### config.mk
export PLATFORM = sky130hd
export DESIGN_NAME = sub_b
export DESIGN_NICKNAME = d
export VERILOG_FILES = /design/src/rtl/sub_b.sv
export SDC_FILE = /design/constraint.sdc
export NUM_CORES = 1
export LEC_CHECK = 0
export CAP_MARGIN = 30
export CORE_ASPECT_RATIO = 1.1
export CORE_MARGIN = 4
export CORE_UTILIZATION = 60
export CTS_CLUSTER_SIZE = 24
export DETAILED_ROUTE_END_ITERATION = 10
export GPL_TIMING_DRIVEN = 0
export PLACE_DENSITY = 0.9
export SETUP_SLACK_MARGIN = 0.05
export SYNTH_ARGS = -nofsm -noshare
export SYNTH_HDL_FRONTEND = slang
export SYNTH_SLANG_ARGS = --single-unit
export TNS_END_PERCENT = 100
### constraint.sdc
create_clock -name clk -period 7.2 [get_ports clk]
set_input_delay 1.8 -clock clk [delete_from_list [all_inputs] [get_ports clk]]
set_output_delay 1.8 -clock clk [all_outputs]
set_load 0.01 [all_outputs]
### src/rtl/sub_b.sv
// Strobe-qualified serial frame receiver (start bit, LSB-first payload, even parity)
// feeding a small output FIFO with valid/ready handshake and error/overflow pulses.
//
// state | meaning
// IDLE  | waiting for a strobed start bit (1)
// DATA  | collecting DATA_W strobed payload bits, LSB first
// PAR   | waiting for the strobed even-parity bit
module sub_b #(
  parameter int DATA_W = 8,
  parameter int FIFO_D = 2
) (
  input  logic              clk,
  input  logic              rst,
  input  logic              sub_a__sub_b__s1,
  input  logic              ssub_b__sub_b__s1,
  output logic [DATA_W-1:0] sub_b__top__data,
  output logic              sub_b__top__vld,
  input  logic              top__sub_b__rdy,
  output logic              sub_b__top__perr,
  output logic              sub_b__top__ovf
);

  localparam int CNT_W = $clog2(DATA_W + 1);
  localparam int PTR_W = $clog2(FIFO_D);
  localparam int OCC_W = $clog2(FIFO_D + 1);

  typedef enum logic [1:0] {
    IDLE = 2'd0,
    DATA = 2'd1,
    PAR  = 2'd2
  } state_t;

  state_t            state;
  state_t            state_nxt;
  logic [CNT_W-1:0]  bit_cnt;
  logic [DATA_W-1:0] shift_r;
  logic [DATA_W-1:0] mem [FIFO_D];
  logic [PTR_W-1:0]  wr_ptr;
  logic [PTR_W-1:0]  rd_ptr;
  logic [OCC_W-1:0]  occ;

  logic stb;
  logic sin;
  logic last_bit;
  logic start_det;
  logic bit_we;
  logic frame_done;
  logic par_ok;
  logic full;
  logic pop;
  logic push;
  logic drop_ovf;
  logic drop_perr;

  assign stb      = ssub_b__sub_b__s1;
  assign sin      = sub_a__sub_b__s1;
  assign last_bit = (bit_cnt == CNT_W'(DATA_W - 1));

  always_ff @(posedge clk) begin
    if (rst) state <= IDLE;
    else     state <= state_nxt;
  end

  always_comb begin
    state_nxt = state;
    case (state)
      IDLE:    if (stb && sin)      state_nxt = DATA;
      DATA:    if (stb && last_bit) state_nxt = PAR;
      PAR:     if (stb)             state_nxt = IDLE;
      default:                      state_nxt = IDLE;
    endcase
  end

  // A full buffer still accepts a frame when the head is popped in the same cycle.
  always_comb begin
    start_det  = (state == IDLE) && stb && sin;
    bit_we     = (state == DATA) && stb;
    frame_done = (state == PAR) && stb;
    par_ok     = ~(^{shift_r, sin});
    full       = (occ == OCC_W'(FIFO_D));
    pop        = sub_b__top__vld && top__sub_b__rdy;
    push       = frame_done && par_ok && (!full || pop);
    drop_ovf   = frame_done && par_ok && full && !pop;
    drop_perr  = frame_done && !par_ok;
  end

  always_ff @(posedge clk) begin
    if (rst) begin
      bit_cnt <= '0;
      shift_r <= '0;
    end else begin
      if (start_det)   bit_cnt <= '0;
      else if (bit_we) bit_cnt <= bit_cnt + 1'b1;
      for (int i = 0; i < DATA_W; i++) begin
        if (bit_we && (bit_cnt == CNT_W'(i))) shift_r[i] <= sin;
      end
    end
  end

  always_ff @(posedge clk) begin
    if (push) mem[wr_ptr] <= shift_r;
  end

  always_ff @(posedge clk) begin
    if (rst) begin
      wr_ptr           <= '0;
      rd_ptr           <= '0;
      occ              <= '0;
      sub_b__top__perr <= 1'b0;
      sub_b__top__ovf  <= 1'b0;
    end else begin
      if (push) wr_ptr <= (wr_ptr == PTR_W'(FIFO_D - 1)) ? '0 : wr_ptr + 1'b1;
      if (pop)  rd_ptr <= (rd_ptr == PTR_W'(FIFO_D - 1)) ? '0 : rd_ptr + 1'b1;
      case ({push, pop})
        2'b10:   occ <= occ + 1'b1;
        2'b01:   occ <= occ - 1'b1;
        default: occ <= occ;
      endcase
      sub_b__top__perr <= drop_perr;
      sub_b__top__ovf  <= drop_ovf;
    end
  end

  // Data is forced to zero while empty so reset and idle show a clean bus.
  assign sub_b__top__vld  = (occ != '0);
  assign sub_b__top__data = sub_b__top__vld ? mem[rd_ptr] : '0;

endmodule

======== Yosys cells after proc, flatten, opt, wreduce, memory -nomap -nowiden ========
Memory sizes are Yosys's and may differ from the RTL's. A register that Yosys moved wholly into a read port is not among the register bits.
Cells that the tools add are included.
operators by class
  $add $sub $neg .......................... 5
  eq/ne operators ......................... 15
  muxes and demuxes ....................... 12
  bitwise gates (word level) .............. 1
  reduce and logical (&&, ||, !) cells .... 30
operator list
  operator                                                               count
  1-bit logical AND                                                      20
  4-bit by 3-bit equality test with 1-bit output, second input constant  4
  9-bit XOR reduction                                                    1
  4-bit by 2-bit equality test with 1-bit output, second input constant  2
  8-bit two-way mux                                                      1
  2-bit equality test, second input constant                             3
  1-bit two-way mux                                                      6
  2-bit two-way mux                                                      3
  2-bit != test, second input constant                                   3
  2-bit one-hot mux with 3 select lines                                  1
  4-bit by 1-bit adder with 4-bit output, second input constant          1
  2-bit by 1-bit equality test with 1-bit output, second input constant  2
  4-bit by 1-bit equality test with 1-bit output, second input constant  1
  4-bit logical NOT                                                      1
  2-bit one-hot mux with 2 select lines                                  1
  2-bit nonzero test                                                     2
  3-bit AND reduction                                                    1
  1-bit adder, second input constant                                     2
  2-bit by 1-bit adder with 2-bit output, second input constant          1
  1-bit logical NOT                                                      2
  2-bit logical NOT                                                      1
  2-bit OR reduction                                                     1
  2-bit by 1-bit subtractor with 2-bit output, second input constant     1
  1-bit logical OR                                                       1
  1-bit NOT                                                              1
word-level totals
  register bits ........................... 20
  bits in writable memories ............... 16
  input port bits ......................... 5
  output and inout port bits .............. 11
  word-level logic and storage cells ...... 79
  memories ................................ 1
memories
  memory  depth  width  rd ports  clocked after Yosys merged registers in  write ports  RTL line  RTL
  mem     2      8      1         1                                        1            37        logic [DATA_W-1:0] mem [FIFO_D];

======== Logic depth before layout (Yosys ltp) ========
  word-level depth ........................ 6
  mapped depth ............................ 8
  depth with buffers taken out ............ 8

======== Least setup slack after synthesis ========
Ideal clock, no wire load.
  path kind ............................... input port to flip-flop
  from .................................... in sub_a__sub_b__s1
  to ...................................... reg occ[1]
  arrival time ............................ 3,553 ps
  data required time ...................... 7,130 ps
  setup slack ............................. 3,576 ps
  stages .................................. 7
  path through ............................ xnor3_1 -> or3b_4 -> mux2i_4 -> inv_1 -> ha_1 -> or3_1 -> a21oi_1
on the way
  word-level cells in the longest chain between the ends .. 6
  elaborated cells on any way between the ends .. 8
  those cells by class .................... eq/ne (2); mux (1); bitwise (1); reduce/logical (4)
ends and longest elaborated chain
  item                                                                                          RTL line  RTL
  start, declared                                                                               14        input logic sub_a__sub_b__s1,
  9-bit XOR reduction (*)                                                                       79        par_ok = ~(^{shift_r, sin});
  1-bit NOT (*)                                                                                 79
  1-bit logical AND (*) (2 in a row)                                                            82        push = frame_done && par_ok && (!full || pop);
  2-bit by 1-bit equality test with 1-bit output / 2-bit equality test (equally long branches)  114       case ({push, pop})
  2-bit one-hot mux with 2 select lines / 2-bit nonzero test (equally long branches)            n/a
  end signal, assigned                                                                          115       2'b10: occ <= occ + 1'b1;
  end signal, assigned                                                                          116       2'b01: occ <= occ - 1'b1;
  end, declared                                                                                 40        logic [OCC_W-1:0] occ;
Mark *: on every way between the ends. The rest lies on a longest branch, timed or not.
A chain may end at the register's enable or synchronous reset.

======== Final worst setup path ========
Ends and elaborated chain as after synthesis.

==> metrics.log <==
[metrics] largest driver fanout on the critical path: 4
[metrics] run status: complete, no violations
[metrics] antenna diode instance count: 0
[metrics] synthesized area per cell: 11.5 um2
[metrics] worst path required time: 7.47 ns
[metrics] Critical Path Start Type: input pin
[metrics] post-cts resize count: 0
[metrics] Leakage Power: 0.714 nW
[metrics] Crit path largest cell delay: 0.50 ns
[metrics] first-pass GRT wire length: 4500 um
[metrics] number of buffers inserted for hold repair after clock tree synthesis: 0
[metrics] Largest delay share family, worst path: simple AND/OR/NAND/NOR gates
[metrics] die footprint: 0.00368 mm2
[metrics] synthesized area: 0.00166 mm2
[metrics] peak ir drop on the vdd network: 0.000184 V
[metrics] Initial Utilization: ~65%
[metrics] maximum number of pins on one net before global-route repair: 12
[metrics] part of the total power dissipated in combinational logic: 4.0%
[metrics] setup clock skew after layout: between 0.008 and 0.009 ns
[metrics] DP Worst Slack: 2.95 ns
[metrics] DR DRC count: 0
[metrics] post-synth net total: 155
[metrics] vias per cell: 5.41
[metrics] Async SR Flop Fraction: 0%
[metrics] sequential fraction of the synthesis area: between 50% and 60%
[metrics] DR vias: 1,071
[metrics] Syn-to-layout area delta: 13.7%
[metrics] antenna violations before repair: 0
[metrics] drt pass-1 iters: 4
[metrics] via count of the first global-routing pass: 1,025
[metrics] crit path setup slack, layout: 3.30 ns
[metrics] number of warnings issued by yosys: 0
[metrics] cell count after placement: 190
[metrics] number of enable-type register cells in the synthesized netlist: 16
[metrics] Worst-path clk slew: roughly 0.09 ns
[metrics] type of destination of the critical path: flop
[metrics] cell-by-cell listing of the critical path: clkdlybuf4s50_1 > xnor3_1 > or3b_4 > mux2i_4 > inv_1 > ha_1 > or3_1 > a21oi_1
[metrics] TritonCTS clock tree: done
[metrics] die width: 58.2 um
[metrics] fraction of final layout cells with drive strength greater than 1: 4.19%
[metrics] violation count after the first detailed-route iteration: 38
[metrics] fin crit share: 54.2%
[metrics] areal power density over the cells: 175 mW/mm2
[metrics] Core Footprint: 0.00257 mm2
[metrics] net count of the finished layout: 176
[metrics] standard cell with the maximum stage delay on the critical path: clkdlybuf4s50_1
[metrics] final design utilization: about 74%
[metrics] sequential share of power: about two thirds
[metrics] top flip-flop cell by instance count after synthesis: dfxtp_1
[metrics] maximum operating frequency: approximately 0.26 GHz
[metrics] CTS sink cnt: 37
[metrics] DRT Wirelength: approximately 2600 um
[metrics] clock group share of total power: 29.9%
[metrics] crit path DAT: 4.17 ns
[metrics] sum of internal, switching and leakage power: 0.331 mW
[metrics] post-synthesis register bit count: 37
[metrics] remaining antenna violation count after routing: 0
[metrics] global-route usage over all layers: 16.4%
[metrics] Internal Power: 0.262 mW
[metrics] post-route design area: 0.00189 mm2
[metrics] number of buffers and inverters on the critical path: 2
[metrics] H-tree depth reported by CTS: 2
[metrics] placed wire-length estimate after detailed placement: 2020 um
[metrics] number of placement rows: 19
[metrics] clock period minus worst slack: 3.90 ns
[metrics] RePlAce Congestion: 0.692
[metrics] Total Negative Setup Slacks: 0 ns
[metrics] number of instances in the synthesized netlist: 145
[metrics] Pins Over Slew Limit: 0
[metrics] clock latency at the later pin of the worst-skew pair: around 0.34 ns
[metrics] maximum buffer depth of the clock tree: 2
[metrics] Hold Violations, Final: 0
[metrics] setup repair after global routing missed its margin: no
[metrics] number of library cell types mapped by synthesis: 31
[metrics] post-detailed-placement cell area: 0.00184 mm2
[metrics] CTS root buffer: clkbuf_4
[metrics] TritonCTS buffer count: 5
[metrics] Net Switching: between 0.06 and 0.07 mW
[metrics] top library cells by usage in the layout, fill and taps aside: 25 x nor2_1, 21 x dfxtp_1, 16 x edfxtp_1
[metrics] number of stages on the worst hold path: 0
[metrics] number of setup buffers added after CTS: 0
[metrics] setup violation total in the final timing report: 0
[metrics] Port-buffer cells: 14
[metrics] number of cells on the worst reg-to-reg path: 7
[metrics] Crit path depth: 8
[metrics] relative max-transition margin: slightly below 60%
[metrics] Avg WL per Cell: between 10 and 15 um
[metrics] grt ovf: 0
[metrics] final cell count without fillers: approximately 200
[metrics] Setup CP Type: in2reg
[metrics] Sw Share: 21.0%
[metrics] count of boundary I/O pins: 16
[metrics] y dimension of the die: 63.2 um
[metrics] worst hold margin: 0.519 ns
[metrics] path type of the worst min-delay path: reg2reg
[metrics] worst-margin pin slew: approximately 0.63 ns
[metrics] max-cap violations: 0
[metrics] commonest non-fill, non-tap cell in the layout: nor2_1
## kinds of logic after synthesis
| kind of cell | after synthesis | share of synthesized area [%] |
|---|---|---|
| multiplexers | 17 | 11.1 |
| XOR/XNOR | 12 | 7.97 |
| buffers and inverters | 11 | 2.48 |
| AND/OR/NAND/NOR | 57 | 18.8 |
| flip-flops | 37 | 54.1 |
| AO/OA/AOI/OAI | 6 | 1.80 |
| adder cells (fa/ha/maj) | 5 | 3.76 |
## power by group through the flow
stage                     logic (mW)  clock network (mW)  registers, mW
after floorplan              0.00917                   0          0.224
after global placement        0.0127                   0          0.224
after detailed placement      0.0132                   0          0.224
after CTS                     0.0133               0.100          0.219
after global routing          0.0145               0.114          0.219
final                         0.0132              0.0989          0.219
## synth_stat cells, drive strengths merged (2+ instances only)
master | instances | area share, %
xnor3 | 2 | 2.7
a21oi | 5 | 1.5
nand2 | 3 | 0.68
inv | 4 | 0.90
nor2b | 3 | 1.1
nand3b | 5 | 2.3
nor4bb | 2 | 1.2
nand3 | 5 | 1.5
mux2i | 16 | 10
clkbuf | 6 | 1.4
xnor2 | 6 | 3.2
nor2 | 25 | 5.6
or3b | 3 | 1.7
edfxtp | 16 | 29
xor2 | 4 | 2.1
dfxtp | 21 | 25
and3b | 3 | 1.6
ha | 5 | 3.8
## flip-flops by register name, summed over array words and instances, names as in the netlist, named ones only
register / flops
bit_cnt: 4
mem: 16
occ: 2
rd_ptr: 1
shift_r: 8
state: 2
sub_b__top__ovf: 1
sub_b__top__perr: 1
wr_ptr: 1
## final cells by class
class	count	area (um2)
flip-flops and latches	37	901
multi-input cells	97	722
fillers	191	676
repair buffers	14	140
clock buffers	7	45.0
well taps	31	38.8
plain buffers	7	26.3
inverters	4	15.0
clock inverters	1	3.75
## layer usage
metal  wire length, um  up-vias  global-route usage (%)
met5                 0        -                       0
met4                48        0                    7.54
met3               121        6                    6.12
met2              1390       19                    28.0
met1              1060      505                    17.7
li1                  -      541                       -
## path summary, 6_finish.rpt
| path | startpoint | endpoint | slack (ns) |
|---|---|---|---|
| setup / recovery | sub_a__sub_b__s1 | occ[1] | 3.30 |
| hold / removal | shift_r[0] | mem[0][0] | 0.52 |
| setup reg to reg | shift_r[7] | occ[1] | 4.75 |
| hold reg to reg | shift_r[0] | mem[0][0] | 0.52 |
Note: power is estimated with default switching activity, not from simulation.
